==> src/rtl/char_rom_arbiter.sv <==
// Round-robin arbiter sharing one registered-output character ROM between text requesters.
// Owner tags ride a pipeline aligned with ROM data so each code returns to its requester.
module char_rom_arbiter #(
    parameter int NREQ    = 3,
    parameter int ADDR_W  = 8,
    parameter int DATA_W  = 7,
    parameter int ROM_LAT = 1
) (
    input  logic                   clk,
    input  logic                   rst_n,
    input  logic [NREQ-1:0]        req_i,
    input  logic [NREQ*ADDR_W-1:0] addr_i,
    output logic [NREQ-1:0]        gnt_o,
    output logic [ADDR_W-1:0]      rom_addr_o,
    input  logic [DATA_W-1:0]      rom_data_i,
    output logic [NREQ-1:0]        rsp_valid_o,
    output logic [DATA_W-1:0]      rsp_data_o,
    output logic                   busy_o
);
    localparam int PTR_W = $clog2(NREQ);

    logic [PTR_W-1:0]              ptr_q, ptr_d;
    logic [NREQ-1:0]               gnt_q, gnt_d;
    logic [ADDR_W-1:0]             rom_addr_q, rom_addr_d;
    logic [ROM_LAT:0]              vld_q, vld_d;
    logic [ROM_LAT:0][PTR_W-1:0]   own_q, own_d;
    logic [NREQ-1:0]               rsp_valid_q, rsp_valid_d;
    logic [DATA_W-1:0]             rsp_data_q, rsp_data_d;

    logic                          win_found;
    logic [PTR_W-1:0]              win_idx;
    logic [PTR_W:0]                cand;

    // Search upward from ptr, wrapping modulo NREQ; first asserted request wins.
    always_comb begin
        win_found = 1'b0;
        win_idx   = '0;
        cand      = '0;
        for (int i = 0; i < NREQ; i++) begin
            cand = {1'b0, ptr_q} + (PTR_W+1)'(i);
            if (cand >= (PTR_W+1)'(NREQ))
                cand = cand - (PTR_W+1)'(NREQ);
            if (!win_found && req_i[cand[PTR_W-1:0]]) begin
                win_found = 1'b1;
                win_idx   = cand[PTR_W-1:0];
            end
        end
    end

    always_comb begin
        ptr_d      = ptr_q;
        gnt_d      = '0;
        rom_addr_d = rom_addr_q;
        if (win_found) begin
            ptr_d      = (win_idx == PTR_W'(NREQ-1)) ? '0 : win_idx + 1'b1;
            gnt_d      = NREQ'(1) << win_idx;
            rom_addr_d = addr_i[win_idx*ADDR_W +: ADDR_W];
        end
    end

    // Stage 0 holds the tag of the address currently on rom_addr_o; stage ROM_LAT
    // lines up with the ROM data produced for it.
    always_comb begin
        vld_d       = {vld_q[ROM_LAT-1:0], win_found};
        own_d       = {own_q[ROM_LAT-1:0], win_idx};
        rsp_valid_d = '0;
        rsp_data_d  = rsp_data_q;
        if (vld_q[ROM_LAT]) begin
            rsp_valid_d = NREQ'(1) << own_q[ROM_LAT];
            rsp_data_d  = rom_data_i;
        end
    end

    always_ff @(posedge clk or negedge rst_n) begin
        if (!rst_n) begin
            ptr_q       <= '0;
            gnt_q       <= '0;
            rom_addr_q  <= '0;
            vld_q       <= '0;
            own_q       <= '0;
            rsp_valid_q <= '0;
            rsp_data_q  <= '0;
        end else begin
            ptr_q       <= ptr_d;
            gnt_q       <= gnt_d;
            rom_addr_q  <= rom_addr_d;
            vld_q       <= vld_d;
            own_q       <= own_d;
            rsp_valid_q <= rsp_valid_d;
            rsp_data_q  <= rsp_data_d;
        end
    end

    assign gnt_o       = gnt_q;
    assign rom_addr_o  = rom_addr_q;
    assign rsp_valid_o = rsp_valid_q;
    assign rsp_data_o  = rsp_data_q;
    assign busy_o      = |vld_q;

endmodule

==> config.mk <==
export PLATFORM = sky130hd
export DESIGN_NAME = char_rom_arbiter
export DESIGN_NICKNAME = d
export VERILOG_FILES = /design/src/rtl/char_rom_arbiter.sv
export SDC_FILE = /design/constraint.sdc
export NUM_CORES = 1
export LEC_CHECK = 0
export CELL_PAD_IN_SITES_DETAIL_PLACEMENT = 0
export CELL_PAD_IN_SITES_GLOBAL_PLACEMENT = 1
export CORE_MARGIN = 1
export CORE_UTILIZATION = 36
export CTS_CLUSTER_DIAMETER = 100
export CTS_CLUSTER_SIZE = 14
export DETAILED_ROUTE_END_ITERATION = 12
export PLACE_DENSITY_LB_ADDON = 0.1
export SLEW_MARGIN = 20
export SYNTH_ARGS = -nofsm -noshare
export SYNTH_HDL_FRONTEND = slang
export SYNTH_SLANG_ARGS = --single-unit
export TNS_END_PERCENT = 100
==> constraint.sdc <==
create_clock -name clk -period 3.5 [get_ports clk]
set_clock_uncertainty 0.1 [all_clocks]
set_input_delay 1.05 -clock clk [delete_from_list [all_inputs] [get_ports clk]]
set_output_delay 1.05 -clock clk [all_outputs]
set_load 0.05 [all_outputs]
==> results of run 1 <==
## worst max-delay path by stage
stage,cells after the start,endpoint,slack (ns)
global placement,7,rom_addr_o[3],0.47
floorplan,6,rom_addr_o[6],1.16
finish,2,busy_o,0.53
global route,2,busy_o,0.46
detailed placement,7,rom_addr_o[5],0.40
CTS,2,busy_o,0.50
## cells in the mapped netlist, types with 2 or more instances
cell / n
sky130_fd_sc_hd__dfrtp_1: 29
sky130_fd_sc_hd__a21oi_1: 19
sky130_fd_sc_hd__nor2_1: 10
sky130_fd_sc_hd__a211oi_1: 9
sky130_fd_sc_hd__a211o_1: 8
sky130_fd_sc_hd__a31oi_1: 8
sky130_fd_sc_hd__o21ai_0: 8
sky130_fd_sc_hd__mux2_2: 7
sky130_fd_sc_hd__nor2b_1: 7
sky130_fd_sc_hd__and2b_1: 4
sky130_fd_sc_hd__clkbuf_1: 4
sky130_fd_sc_hd__ha_1: 4
sky130_fd_sc_hd__and3b_1: 3
sky130_fd_sc_hd__nor3_1: 3
sky130_fd_sc_hd__a21oi_2: 2
sky130_fd_sc_hd__buf_2: 2
sky130_fd_sc_hd__buf_4: 2
sky130_fd_sc_hd__inv_1: 2
sky130_fd_sc_hd__mux2_4: 2
sky130_fd_sc_hd__mux2i_1: 2
sky130_fd_sc_hd__nand2_1: 2
sky130_fd_sc_hd__nand3b_1: 2
sky130_fd_sc_hd__o21ai_2: 2
sky130_fd_sc_hd__or2_1: 2
## stage by stage
step                total power [uW]  area, um^2  utilization (%)  cells  hold slack, ns
floorplan                       1720        1610                -    156           0.231
global placement                2100        2210             53.4    257           0.233
detailed placement              2130        2210             53.4    257           0.236
CTS                             2400        2290             55.3    265           0.249
global route                    2550        2290             55.3    265           0.257
finish                          2380        2290             55.3    265           0.250
## flip-flops by register name, summed over array words and instances, names as in the netlist
| register | flops |
|---|---|
| ptr_q | 2 |
| vld_q | 2 |
| own_d | 2 |
| gnt_o | 3 |
| rsp_data_o | 7 |
| own_q | 2 |
| rsp_valid_o | 3 |
| rom_addr_o | 8 |
## layer usage
| metal | global-route usage (%) | share of wire (%) |
|---|---|---|
| met5 | 0 | 0 |
| met2 | 29.8 | 48 |
| met1 | 21.8 | 43 |
| met4 | 7.91 | 1.4 |
| met3 | 3.78 | 7.6 |
## final cells by class
cell class	instances	area [um^2]	area share (%)
repair buffers	61	601	26.2
well taps	50	62.6	2.73
multi-input cells	114	813	35.5
inverters	3	11.3	0.491
flip-flops and latches	29	726	31.6
clock buffers	8	80.1	3.49
## cells by family after synthesis
group / synth area share, %
compound gates: 24.6
simple gates: 14.9
flops: 45.2
buf+inv: 4.13
mux: 8.03
fa+ha+maj: 3.12
## power breakdown
part	internal, uW	switching, uW	leakage [uW]
sequential	487	76.3	0.000345
clock	141	109	0.0000395
combinational	618	946	0.000561
## critical path: stages (launching register included)
cell,delay (ns)
sky130_fd_sc_hd__dfrtp_1,0.51
sky130_fd_sc_hd__or2_2,0.34
sky130_fd_sc_hd__clkdlybuf4s50_1,0.70
==> results.txt, run 1 <==
----------------------------------------------------
[Layout]
  Count of nets after finishing ... about 250
  Highest-count cells in the layout ignoring fill and taps ... sky130_fd_sc_hd__clkdlybuf4s50_1 (57), sky130_fd_sc_hd__dfrtp_1 (29), sky130_fd_sc_hd__a21oi_1 (19), sky130_fd_sc_hd__nor2_1 (10), sky130_fd_sc_hd__a211oi_1 (9)
  Number of antenna diodes ... 0
  Layout area overhead ... 42.9%
  Fraction of final layout cells sized beyond drive strength 1 ... between 10% and 20%
  Fill cell total of the finished layout ... between 300 and 400
  Most common cell after layout, fill and taps aside ... sky130_fd_sc_hd__clkdlybuf4s50_1

[Worst hold path]
  Worst hold start ... own_d[2]
  Hold path cells ... 0
  Hold path endpoint ... own_q[2]
  Worst min path class ... reg2reg

[STA]
  Clock period minus worst slack ... a little under 3 ns
  Setup violators final ... 0
  Number of max-slew violations in the final report ... 0
  Max-slew headroom ... ~58%
  Setup ws final ... approximately 0.53 ns
  Ratio of final minimum period to clock period ... between 80 and 90%
  Maximum clock frequency ... ~340 MHz
  Transition time of the tightest slew-check pin ... 0.633 ns
  RSZ-0062 raised after global routing ... false
  Hold violation count in the final report ... 0
  Setup Total Neg Slack ... 0 ns

[Logic synthesis]
  Ys flop type ... sky130_fd_sc_hd__dfrtp_1
  Syn Nets ... 196
  Count of unique library cells instantiated by Yosys ... 37
  Share of the synthesized area in the top cell type ... 45.2%
  Count of flip-flops with a built-in enable after synthesis ... 0
  Cell count after synthesis ... 156
  Library cell occupying the most area in the post-synthesis netlist ... sky130_fd_sc_hd__dfrtp_1
  Top post-synthesis cells by area ... sky130_fd_sc_hd__dfrtp_1 (45%), sky130_fd_sc_hd__a21oi_1 (5.9%), sky130_fd_sc_hd__mux2_2 (4.9%), sky130_fd_sc_hd__a211o_1 (4.4%), sky130_fd_sc_hd__a211oi_1 (4.2%)
  Syn. warnings ... 0
  Yosys reg bits ... 29
  Avg Cell Area, Syn ... ~10 um^2
  Cell area after synthesis ... between 1500 and 2000 um^2
  Share of flip-flops with an asynchronous set or reset ... 100%
  Part of the Yosys area used for sequential elements ... 45.2%

[Floorplan]
  Width of the die ... 68.8 um
  Number of top-level pins ... a little under 60
  Std cell rows ... 23
  Placeable core area ... slightly above 4000 um^2
  Floorplan die height ... 68.8 um
  Area of the die ... roughly 4700 um^2
  Initial core utilization ... between 30% and 40%

[Global routing]
  Number of global-route vias before repair ... around 1,300
  GRT Util Overall ... between 10% and 20%
  Pin count of the biggest net entering global routing ... 30
  Total grt overflow ... 0
  Global-route wire length before repair ... about 6.0 mm
  Initial antenna violation count ... 0

[Detailed routing]
  DR iter-0 viols ... approximately 110
  Via count ... ~1,400
  Routed wire length per instance ... 14.8 um
  Routed Wire Length ... approximately 4 mm
  Remaining antenna violation count after routing ... 0
  DRC errors left ... 0
  Avg Vias per Cell ... 5.26
  First-pass DRT Iterations ... 4

[Placed design]
  Worst slack at placement ... approximately 0.40 ns
  Final weighted congestion of routability-driven global placement ... 0.830
  Number of buffers added on ports ... 57
  Post-detailed-placement half-perimeter wirelength ... between 2 and 3 mm

[Clock tree]
  Count of hold-fix buffers inserted at cts ... 0
  Number of levels the H-tree was split into ... 2
  Clk slew on worst S/H paths ... approximately 0.060 ns
  Setup Fix Bufs, Post-CTS ... 0
  CTS tree ... built
  Clock root buffer master ... sky130_fd_sc_hd__clkbuf_8
  Clock net sink count ... 29
  Clock network latency to the later pin of the worst-skew pair ... about 0.27 ns
  Count of instances resized after the clock tree is built ... 0
  Number of buffers on the longest clock path ... 2
  Cts bufs inserted ... 5

[Run status]
  Run status ... finished clean

[Power]
  Peak supply drop ... between 0.0003 and 0.0004 V
  Power Dens Cells ... 1040 nW/um^2
  Leakage power figure ... ~0.00095 uW

[Critical path]
  Peak fanout along the critical path ... 11
  Critical path data arrival time ... approximately 1.8 ns
  Crit path launch type ... flip-flop
  CP Launch Point ... vld_q[1]
  Req. time, crit path ... around 2.4 ns
  Critical Setup Path Class ... reg2out
  Endpoint type of the worst setup path ... primary output
  Count of cells along the worst register-to-register path ... 9
  Origin of the critical flop-to-flop path ... ptr_q[1]
  Reg-to-reg critical path endpoint ... rom_addr_o[5]
  Worst R2R Setup Slack ... ~1.1 ns

[Job]
  Maximum capacitance violations ... 0

----------------------------------------------------
Power figures use the tool's default switching activity.
==> run 2, diff against run 1 <==
- CORE_UTILIZATION: 36 -> 33
- clock period: 3.5 -> 2.98 ns (I/O delays scaled with it)
==> run 2 against run 1 <==
Effect of this change: the run now ends with design-rule violations left; worst setup slack got worse by 0.39 ns; routed wire length up 1.0%; flip-flop and latch count unchanged; first-iteration DRC count is 19% lower; power rose by 21%; non-clock buffer count up 2; final cell count is 2.3% higher; critical path type unchanged; die area up 8.8%; final area rose by 1.8%; highest routed layer unchanged; sequential power up 18%.
==> results.txt, run 2 (same netlist as run 1, synthesis figures left out) <==
----------------------------------------------------
[Worst hold path]
  Worst hold start ... own_d[2] (unchanged)
  Hold path endpoint ... own_q[2] (unchanged)
  Hold path cells ... 0 (unchanged)
  Worst min path class ... reg2reg (unchanged)

[STA]
  Number of max-slew violations in the final report ... 0 (unchanged)
  Worst Hold Slack ... 0.244 ns (was 0.250 ns)
  Hold violation count in the final report ... 0 (unchanged)
  Maximum clock frequency ... approximately 350 MHz
  Setup violators final ... 0 (unchanged)
  Max-slew headroom ... 66.5% (was 57.8%)
  RSZ-0062 raised after global routing ... false (unchanged)
  Clock period minus worst slack ... ~2.8 ns
  Ratio of final minimum period to clock period ... 95.3%
  Transition time of the tightest slew-check pin ... 0.501 ns (was 0.633 ns)
  Setup Total Neg Slack ... 0 ns (unchanged)

[Placed design]
  Standard cell area after detailed placement ... 2230 um^2 (was 2210 um^2)
  Number of buffers added on ports ... 57 (unchanged)
  Post-detailed-placement half-perimeter wirelength ... 2.99 mm (was 2.91 mm)
  Cell Count Post-Placement ... 263 (was 257)
  Final weighted congestion of routability-driven global placement ... 0.777 (was 0.830)

[Critical path]
  Endpoint type of the worst setup path ... primary output (unchanged)
  Count of cells along the worst register-to-register path ... 8 (was 9)
  Cell with the biggest individual delay on the critical path ... sky130_fd_sc_hd__clkdlybuf4s50_1 (unchanged)
  Crit path launch type ... flip-flop (unchanged)
  Worst R2R Setup Slack ... 0.66 ns (was 1.07 ns)
  Critical Setup Path Class ... reg2out (unchanged)
  Peak fanout along the critical path ... 11 (unchanged)
  Critical path data arrival time ... 1.85 ns (was 1.82 ns)
  Crit-path cells ... or2_2, clkdlybuf4s50_1 (unchanged)
  Maximum cell stage delay along the critical path ... 0.70 ns (about the same)
  Reg-to-reg critical path endpoint ... rom_addr_o[6] (was rom_addr_o[5])
  Origin of the critical flop-to-flop path ... ptr_q[1] (unchanged)
  Req. time, crit path ... 1.99 ns (was 2.35 ns)

[Clock tree]
  Clock net sink count ... 29 (unchanged)
  Number of levels the H-tree was split into ... 2 (unchanged)
  CTS tree ... built (unchanged)
  Clock network latency to the later pin of the worst-skew pair ... 0.28 ns (was 0.27 ns)
  Setup Fix Bufs, Post-CTS ... 0 (unchanged)
  Cts bufs inserted ... 5 (unchanged)
  Count of hold-fix buffers inserted at cts ... 0 (unchanged)
  Number of buffers on the longest clock path ... 2 (unchanged)
  Clk slew on worst S/H paths ... 0.06 ns (about the same)
  Clock root buffer master ... sky130_fd_sc_hd__clkbuf_8 (unchanged)
  Count of instances resized after the clock tree is built ... 0 (unchanged)

[Layout]
  Fill cell total of the finished layout ... 428 (was 366)
  Most common cell after layout, fill and taps aside ... sky130_fd_sc_hd__clkdlybuf4s50_1 (unchanged)
  Number of antenna diodes ... 0 (unchanged)
  Flip-flop count of the largest register after layout ... 8 (unchanged)
  Fraction of final layout cells sized beyond drive strength 1 ... 14.3% (was 12.1%)
  Number of non-filler instances in the completed layout ... 271 (was 265)
  Layout area overhead ... 45.4% (was 42.9%)
  Highest-count cells in the layout ignoring fill and taps ... sky130_fd_sc_hd__clkdlybuf4s50_1 (57), sky130_fd_sc_hd__dfrtp_1 (29), sky130_fd_sc_hd__a21oi_1 (19), sky130_fd_sc_hd__nor2_1 (10), sky130_fd_sc_hd__a211oi_1 (9) (unchanged)
  Final non-filler cell area ... 2330 um^2 (was 2290 um^2)
  Core Util, Final ... 49.8% (was 55.3%)
  Count of nets after finishing ... 256 (was 254)

[Global routing]
  Total grt overflow ... 0 (unchanged)
  Pin count of the biggest net entering global routing ... 30 (unchanged)
  Initial antenna violation count ... 0 (unchanged)
  Global-route wire length before repair ... 6.44 mm (was 6.00 mm)
  GRT Util Overall ... 16.3% (was 17.7%)
  Number of global-route vias before repair ... 1,365 (was 1,295)

[Floorplan]
  Area of the die ... 5150 um^2 (was 4730 um^2)
  Initial core utilization ... 34.2% (was 38.7%)
  Width of the die ... 71.7 um (was 68.8 um)
  Std cell rows ... 25 (was 23)
  Placeable core area ... 4690 um^2 (was 4140 um^2)
  Floorplan die height ... 71.7 um (was 68.8 um)
  Number of top-level pins ... 58 (unchanged)

[Run status]
  Run status ... complete, but fails checks (was finished clean)
  Failing checks ... design-rule violations

[Detailed routing]
  Routed wire length per instance ... 14.6 um (was 14.8 um)
  Remaining antenna violation count after routing ... 0 (unchanged)
  DRC errors left ... 2 (was 0)
  Via count ... 1,437 (was 1,394)
  Avg Vias per Cell ... 5.30 (was 5.26)
  First-pass DRT Iterations ... 8 (was 4)
  DR iter-0 viols ... 92 (was 113)
  Routed Wire Length ... 3.95 mm (was 3.91 mm)

[Power]
  Leakage power figure ... 0.000971 uW (was 0.000946 uW)
  Power Dens Cells ... 1230 nW/um^2 (was 1040 nW/um^2)
  Peak supply drop ... 0.000396 V (was 0.000366 V)

[Job]
  Maximum capacitance violations ... 0 (unchanged)

----------------------------------------------------
-- run 2: changes by cell type in the layout (fill, tap and decap cells not counted), sizes merged --
| cell | delta |
|---|---|
| buf | +2 |
| clkbuf | -1 |
| clkinv | +1 |
-- run 2: report_power, final --
part	switching [uW]	leakage (uW)	total, uW	internal (uW)
clock network	139	0.0000542	347	208
registers	92.9	0.000345	664	572
logic	1120	0.000571	1870	747
-- run 2: area by class of cell --
cell class / instances / area (um^2) / area share [%]
tap: 54 / 67.6 / 2.89
multi-input combinational: 114 / 813 / 34.8
clock buffer: 7 / 96.3 / 4.13
sequential: 29 / 726 / 31.1
inverter: 3 / 11.3 / 0.482
timing repair buffer: 63 / 616 / 26.4
clock inverter: 1 / 5.00 / 0.214
-- run 2: worst max-delay path by stage --
stage | start | end
after floorplan | req_i[0] | rom_addr_o[6]
after global placement | req_i[2] | rom_addr_o[0]
after detailed placement | req_i[2] | rom_addr_o[0]
after CTS | vld_q[1] | busy_o
after global routing | vld_q[1] | busy_o
final | vld_q[1] | busy_o
-- run 2: per-stage QoR --
step           worst slack (ns)  total power (uW)
5_1_grt                  0.0462              3090
3_3_place_gp              0.214              2500
2_1_floorplan             0.800              2020
3_5_place_dp              0.175              2540
4_1_cts                   0.111              2900
6_report                  0.141              2880
-- run 2: critical path: cells and delay by family (launching register included) --
family                 cells  cell delay (ns)
flip-flops                 1             0.51
buffers and inverters      1             0.70
AND/OR/NAND/NOR            1             0.35
-- run 2: layer usage --
layer / vias to the layer above / part of all wire (%) / track usage, % / routed length, um
met4: 0 / 1.6 / 6.54 / 63
met1: 686 / 46 / 21.6 / 1810
met3: 6 / 5.4 / 4.08 / 214
li1: 693 / - / - / -
met5: - / 0 / 0 / 0
met2: 52 / 47 / 25.6 / 1860
